<file path="config.mk">
export PLATFORM = sky130hd
export DESIGN_NAME = memory_writeback
export DESIGN_NICKNAME = d
export VERILOG_FILES = /design/src/rtl/memory_writeback.sv
export SDC_FILE = /design/constraint.sdc
export NUM_CORES = 1
export LEC_CHECK = 0
export BUFFER_PORTS_ARGS = -buffer_cell sky130_fd_sc_hd__clkbuf_2
export CORE_AREA = 2 2 96 98
export CTS_CLUSTER_SIZE = 28
export DETAILED_ROUTE_END_ITERATION = 10
export DIE_AREA = 0 0 98 100
export GPL_TIMING_DRIVEN = 0
export PLACE_DENSITY = 0.67
export REMOVE_ABC_BUFFERS = 1
export SYNTH_ARGS = -nofsm -noshare
export SYNTH_HDL_FRONTEND = slang
export SYNTH_SLANG_ARGS = --single-unit
export TNS_END_PERCENT = 20
</file>
<file path="constraint.sdc">
create_clock -name clk -period 2.8 [get_ports clk]
set_input_delay 0.56 -clock clk [delete_from_list [all_inputs] [get_ports clk]]
set_output_delay 0.56 -clock clk [all_outputs]
set_load 0.01 [all_outputs]
</file>
<file path="src/rtl/memory_writeback.sv">
// Memory stage with MEM/WB pipeline register: a request/grant data-memory handshake,
// load-response wait, and a stall on upstream. Optional build macro MEM_TIMEOUT_EN adds a 16-cycle timeout with a sticky mem_err flag.
module memory_writeback (
  input  logic        clk,
  input  logic        rst,
  input  logic        RegWriteM,
  input  logic        MemWriteM,
  input  logic [1:0]  ResultSrcM,
  input  logic [4:0]  RdM,
  input  logic [31:0] ALUResultM,
  input  logic [31:0] WriteDataM,
  input  logic [31:0] PCPlus4M,
  output logic        mem_req,
  output logic        mem_we,
  output logic [31:0] mem_addr,
  output logic [31:0] mem_wdata,
  input  logic        mem_gnt,
  input  logic        mem_rvalid,
  input  logic [31:0] mem_rdata,
  output logic        StallM,
  output logic        RegWriteW,
  output logic [4:0]  RDW,
  output logic [31:0] ResultW,
  output logic        mem_err
);

  typedef enum logic [1:0] {IDLE, REQ, RESP} state_t;

  state_t      state_q, state_d;
  logic        mem_op;
  logic        req, stall, timeout;
  logic [31:0] result;

`ifdef MEM_TIMEOUT_EN
  logic [3:0] cnt_q;
  logic       err_q;
`endif

  assign mem_op    = MemWriteM || (ResultSrcM == 2'b01);
  assign mem_we    = MemWriteM;
  assign mem_addr  = ALUResultM;
  assign mem_wdata = WriteDataM;

  // NOTE: every signal written here gets a default first, otherwise paths that skip an assignment infer latches.
  always_comb begin
    state_d = state_q;
    req     = 1'b0;
    stall   = 1'b0;
    timeout = 1'b0;
    case (state_q)
      IDLE, REQ: begin
        if (state_q == REQ || mem_op) begin
          req = 1'b1;
          if (!mem_gnt) begin
            state_d = REQ;
            stall   = 1'b1;
          end else if (MemWriteM) begin
            state_d = IDLE;
          end else begin
            state_d = RESP;
            stall   = 1'b1;
          end
        end
      end
      RESP: begin
        if (mem_rvalid) state_d = IDLE;
        else            stall   = 1'b1;
      end
      default: state_d = IDLE;
    endcase
`ifdef MEM_TIMEOUT_EN
    // A wait that would repeat the current state on the last counter value gives up.
    if (state_q != IDLE && state_d == state_q && cnt_q == 4'hF) begin
      timeout = 1'b1;
      stall   = 1'b0;
      state_d = IDLE;
    end
`endif
  end

  // NOTE: the handshake outputs are combinational, so they are gated with rst to drop at once on an asynchronous reset.
  assign mem_req = rst && req;
  assign StallM  = rst && stall;

  always_comb begin
    case (ResultSrcM)
      2'b00:   result = ALUResultM;
      2'b01:   result = mem_rdata;
      2'b10:   result = PCPlus4M;
      default: result = 32'h0;
    endcase
    if (timeout) result = 32'h0;
  end

  // NOTE: sequential state uses non-blocking assignments so every register samples pre-edge values.
  always_ff @(posedge clk or negedge rst) begin
    if (!rst) begin
      state_q   <= IDLE;
      RegWriteW <= 1'b0;
      RDW       <= 5'd0;
      ResultW   <= 32'h0;
`ifdef MEM_TIMEOUT_EN
      cnt_q     <= 4'd0;
      err_q     <= 1'b0;
`endif
    end else begin
      state_q <= state_d;
      if (stall) begin
        RegWriteW <= 1'b0;
        RDW       <= 5'd0;
        ResultW   <= 32'h0;
      end else begin
        RegWriteW <= RegWriteM && (RdM != 5'd0);
        RDW       <= RdM;
        ResultW   <= result;
      end
`ifdef MEM_TIMEOUT_EN
      if (state_d == IDLE)      cnt_q <= 4'd0;
      else if (state_q != IDLE) cnt_q <= cnt_q + 4'd1;
      if (timeout)              err_q <= 1'b1;
`endif
    end
  end

`ifdef MEM_TIMEOUT_EN
  assign mem_err = err_q;
`else
  assign mem_err = 1'b0;
`endif

endmodule

</file>
==> impl_metrics.tcl, run 1 <==
set metrics [dict create \
    p_leak_nw 1.789 \
    synth_area_per_cell_sq_um 10.56 \
    root_buffer "clkbuf_8" \
    placed_cells 451 \
    finalCriticalPeriod_ns 2.643 \
    peakVddDrop_mv 0.2287 \
    ys_top_cells_by_area "dfrtp_1 (39%), buf_4 (20%), mux2i_1 (13%)" \
    die_h_um 100 \
    rr_startpoint "state_q[1]$_DFFE_PN0P_" \
    cellInternalPower_w 0.001162 \
    holdWs_ns 0.4545 \
    synth_top_area_share_pct 39.16 \
    drv_cap 0 \
    htree_levels 2 \
    startpoint_type "input pin" \
    crit_fanout 34 \
    yosysTopAreaCell "dfrtp_1" \
    setup_tns_ns 0 \
    grt_pass1_wl_um 12030 \
    dp_slack_ns -0.6882 \
    period_share_pct 94.41 \
    final_cells 460 \
    seqPwrFrac_pct 40.5 \
    antenna_found_initial 0 \
    drive_gt1_share_pct 57.31 \
    synthArstFlopShare_pct 100.0 \
    synth_edf_count 0 \
    critPathMaxStageDelay_ns 0.55 \
    start_util_pct 28.75 \
    numPortBuffers 181 \
    cts_hold_buf 0 \
    synth_common_cells "buf_4 (69), dfrtp_1 (40), a2bb2oi_1 (32), mux2i_1 (32), nor3_1 (31)" \
    post_drt_wl_per_cell_um 17.49 \
    slew_headroom_pct 29.86 \
    drc 0 \
    skew_ns 0.006033 \
    wl_um 8045 \
    status "finished clean" \
    syn-cell-area_sq_mm 0.002556 \
    dieArea_sq_mm 0.009800 \
    ys_warn_count 0 \
    power_switching_w 0.0004471 \
    combPwrFrac_pct 27.5 \
    n_antenna_cell 0 \
    ios 247 \
    gr-total-overflow 0 \
    gr-usage-all-layers_pct 16.01 \
    cts_buffers 5 \
    final_util_pct 35.89 \
    fmax_ghz 0.3783 \
    nets 489 \
    p_sw_share_pct 27.78 \
    ys_types 23 \
    first_global_vias 2215 \
    clockBufferDepth 2 \
    gp_congestion 0.7166 \
    clock_sinks 40 \
    max_slew.worst_pin.slew_ns 1.052 \
    setup_slack_ns 0.1566 \
    hpwl_um 6468 \
    num_rows 35 \
    yosys.cell_count.top_type "buf_4" \
    num_vias 2227 \
    grt_start_max_net_pins 43 \
    reg2reg_setup_slack_ns 1.15 \
    crit_required_ns 2.24 \
    rsz0062_at_grt "false" \
    drv_slew 0 \
    ys.flop_type "dfrtp_1" \
    arrival_ns 2.08 \
    r2r_end "ResultW[30]$_DFF_PN0_" \
    yosysSeqAreaShare_pct 39.16 \
    path_cells "clkbuf_4 > nand2b_4 > a221oi_4 > buf_16 > o21a_1 > clkbuf_2" \
    crit_type "input pin to output pin" \
    p_per_area_mw_per_mm2 504.5 \
    coreArea_sq_mm 0.008890 \
    clk_pin_slew_worst_paths_ns 0.07 \
    fill_cells 938 \
    ant_nets 0 \
    pwr-share-clk_pct 32.0 \
    hold_violations 0 \
    slowest_stage "clkbuf_4" \
    drt-initial-drc-count 30 \
    area_growth_pct 24.82 \
    synthCells 242 \
    firstDrtPassIters 4 \
    crit_path_end_kind "output pin" \
    clk_latency_ns 0.29 \
    via_per_inst 4.841 \
    hold_class "input pin to asynchronous set/reset pin" \
    cts_tree "built" \
    finalSetupViolCount 0 \
    crit_start "ResultSrcM[0]" \
    ys_seq_elements 40 \
    fp.dieW_um 98 \
    r2r_cells 3 \
]
## layer usage
metal / wire length (um) / global-route usage [%]
met5: 0 / 5.641
met2: 3653 / 24.29
met4: 61 / 3.526
met3: 1188 / 10.03
met1: 3141 / 18.87
## per-stage QoR
step	total power, W	area [sq um]
after global placement	0.001079	2975
after CTS	0.001647	3191
final	0.001610	3191
after detailed placement	0.001111	3054
after floorplan	0.0008393	1931
after global routing	0.001706	3191
## sequential cells by signal (all words and copies together), names as in the netlist
signal     flops
RDW            5
RegWriteW      1
ResultW       32
state_q        2
## critical path, delay by kind of cell
family	cells	cell delay (ns)
compound gates	2	0.50
buf+inv	3	0.89
simple gates	1	0.11
## power by group through the flow
stage	clock, W	combinational, W	sequential, W
floorplan	0	0.000146	0.000693
global placement	0	0.000417	0.000662
detailed placement	0	0.000446	0.000665
CTS	0.000545	0.000449	0.000653
global route	0.000563	0.000485	0.000658
finish	0.000515	0.000442	0.000652
## worst max path at each step
stage | to | depth (start not counted)
3_3_place_gp | ResultW[3]$_DFF_PN0_ | 4
2_1_floorplan | StallM | 2
3_5_place_dp | StallM | 6
5_1_grt | StallM | 4
4_1_cts | StallM | 6
6_report | StallM | 6
## logic make-up (layout without fill, tap and decap cells)
kind of cell           Yosys count  after routing  synth area share, %
AOI/OAI and AO/OA               37             37                13.02
buffers and inverters           87            194                24.62
DFF                             40             40                39.16
muxes                           32             32                12.53
other                            1              1               0.1467
and+or+nand+nor                 45             45                10.52
## timing repair
| item | 4_1_cts | 5_1_grt |
|---|---|---|
| resized for setup | 1 | 1 |
| setup buffers | 1 | 0 |
| pin swaps | 1 | 0 |
| setup endpoints to repair | 1 | 1 |
## placed cells by master (no fill, tap or decap), drive strengths merged
master	n
buf	5
nor3b	6
clkbuf	187
inv	1
nand2b	1
a21oi	1
conb	1
bufinv	1
o21ai	1
and2	1
nor2	1
a221oi	1
mux2i	32
nor3	33
dfrtp	40
o21a	1
nor2b	2
a2bb2oi	32
or4	1
a31o	1
## final cells by class
type                       instances  area (sq um)  share of cell area, %
sequential                        40          1001                  31.37
timing repair buffer             185         985.9                  30.90
multi-input combinational        115         934.6                  29.29
tap                              111         138.9                  4.353
clock buffer                       7         96.34                  3.020
clock inverter                     1         30.03                 0.9412
inverter                           1         3.754                 0.1176
(Power assumes the default switching activity.)
==> run 2, diff against run 1 <==
Settings changed: CORE_AREA 2 2 96 98 to 2 2 97 99, DIE_AREA 0 0 98 100 to 0 0 99 101, PLACE_DENSITY 0.67 to 0.68.
Clock period 2.8 ns to 2.2 ns, I/O delays scaled along.
==> run 2 against run 1 <==
Sequential power is 27% higher. Global-route usage is 0.42 points higher. Via count is 1.1% lower. Wire length is 3.2% higher. Final cell count is 0.22% higher. Combinational power is 28% higher. Register-to-register slack worse by 0.33 ns. Clock skew is 0.0063 ns higher.
==> impl_metrics.tcl, run 2 (same netlist as run 1, synthesis figures left out) <==
set metrics [dict create \
    status "finished clean" \
    period_share_pct 94.94 \
    startpoint_type "input pin" \
    ant_nets 0 \
    largest_reg_flops 32 \
    finalSetupViolCount 0 \
    clockBufferDepth 2 \
    gr-total-overflow 0 \
    p_leak_nw 1.791 \
    crit_path_end_kind "output pin" \
    p_per_area_mw_per_mm2 624.9 \
    crit_type "input pin to output pin" \
    skew_ns 0.01232 \
    finalCriticalPeriod_ns 2.089 \
    reg.largest.list "ResultW x32, RDW x5, state_q x2" \
    start_util_pct 28.47 \
    fp.dieW_um 99 \
    grt_pass1_wl_um 12450 \
    numPortBuffers 181 \
    cellInternalPower_w 0.001420 \
    cts_tree "built" \
    first_global_vias 2243 \
    largest-register "ResultW" \
    via_per_inst 4.779 \
    rsz0062_at_grt "false" \
    drc 0 \
    max_slew.worst_pin.slew_ns 0.9484 \
    coreArea_sq_mm 0.008977 \
    hpwl_um 6720 \
    cts_buffers 5 \
    n_antenna_cell 0 \
    dp_slack_ns -1.040 \
    wl_um 8301 \
    firstDrtPassIters 4 \
    most-common-layout-cells "clkbuf_2 (178), dfrtp_1 (40), mux2i_1 (32), a2bb2oi_1 (32), nor3_1 (31)" \
    gr-usage-all-layers_pct 16.43 \
    peakVddDrop_mv 0.2286 \
    setup_slack_ns 0.1112 \
    final_common_cell "clkbuf_2" \
    cts_hold_buf 0 \
    clk_pin_slew_worst_paths_ns 0.07 \
    gp_congestion 0.7382 \
    crit_required_ns 1.76 \
    num_rows 35 \
    combPwrFrac_pct 28.4 \
    antenna_found_initial 0 \
    clk_latency_ns 0.29 \
    drv_cap 0 \
    final_util_pct 35.60 \
    grt_start_max_net_pins 43 \
    root_buffer "clkbuf_8" \
    dieArea_sq_mm 0.009999 \
    p_sw_share_pct 28.91 \
    fmax_ghz 0.4788 \
    hold_class "input pin to asynchronous set/reset pin" \
    clock_sinks 40 \
    drt-initial-drc-count 65 \
    crit_fanout 34 \
    post_drt_wl_per_cell_um 18.01 \
    drive_gt1_share_pct 57.14 \
    power_switching_w 0.0005772 \
    setup_tns_ns 0 \
    drv_slew 0 \
    slew_headroom_pct 36.77 \
    arrival_ns 1.65 \
    htree_levels 2 \
    die_h_um 101 \
    nets 490 \
    hold_violations 0 \
    pwr-share-clk_pct 30.0 \
    final_area_sq_mm 0.003196 \
    num_vias 2203 \
    area_growth_pct 25.01 \
    seqPwrFrac_pct 41.6 \
    post_dp_cell_area_sq_mm 0.003054 \
    ios 247 \
]
==> run 2: final cells by class <==
type                    instances  area (sq um)
clock inverters                 2         35.03
fillers                       940          5782
flip-flops and latches         40          1001
inverters                       1         3.754
multi-input cells             115         934.6
repair buffers                186          1010
clock buffers                   6         72.57
well taps                     111         138.9
==> run 2: repair_timing <==
item	CTS	global route
resized for setup	4	2
setup buffers	2	0
pin swaps	1	1
endpoints found under the setup margin	40	2
==> run 2: stage by stage <==
step / instances / total power, W / hold slack, ns
final: 461 / 0.001997 / 0.2877
after global routing: 461 / 0.002106 / 0.3702
after CTS: 461 / 0.002038 / 0.3588
after detailed placement: 451 / 0.001416 / 0.6683
after global placement: 448 / 0.001377 / 0.6500
after floorplan: 156 / 0.001068 / 0.1444
==> run 2: worst paths after layout <==
| path | startpoint | to | slack [ns] | cells past startpoint |
|---|---|---|---|---|
| max | ResultSrcM[0] | StallM | 0.11 | 6 |
| min | rst | RDW[1]$_DFF_PN0_ | 0.29 | 1 |
| max reg2reg | state_q[0]$_DFFE_PN0P_ | ResultW[4]$_DFF_PN0_ | 0.82 | 4 |
| min reg2reg | state_q[1]$_DFFE_PN0P_ | state_q[0]$_DFFE_PN0P_ | 0.68 | 2 |
| max in group asynchronous | rst | RegWriteW$_DFF_PN0_ | 1.31 | 1 |
| min in group clk | mem_gnt | state_q[0]$_DFFE_PN0P_ | 0.37 | 2 |
==> run 2: power by group through the flow <==
stage | Clock (W) | Combinational (W) | Sequential (W)
2_1_floorplan | 0 | 0.000186 | 0.000882
3_3_place_gp | 0 | 0.000535 | 0.000843
3_5_place_dp | 0 | 0.000569 | 0.000847
4_1_cts | 0.000632 | 0.000575 | 0.000832
5_1_grt | 0.000646 | 0.000623 | 0.000838
6_report | 0.000600 | 0.000567 | 0.000830
==> run 2: worst max-delay path, cell delays in order <==
cell and delay, ns:
buf_8 0.30, nand2b_4 0.09, a221oi_4 0.34, buf_16 0.20
o21a_1 0.12, clkbuf_2 0.12
==> run 2: routing by layer <==
| metal | GRT usage (%) | vias to the layer above | share of wire [%] |
|---|---|---|---|
| met2 | 24.90 | 150 | 44 |
| met3 | 10.68 | 4 | 16 |
| li1 | - | 1013 | - |
| met4 | 2.950 | 2 | 0.28 |
| met5 | 6.154 | - | 0.65 |
| met1 | 19.33 | 1034 | 39 |
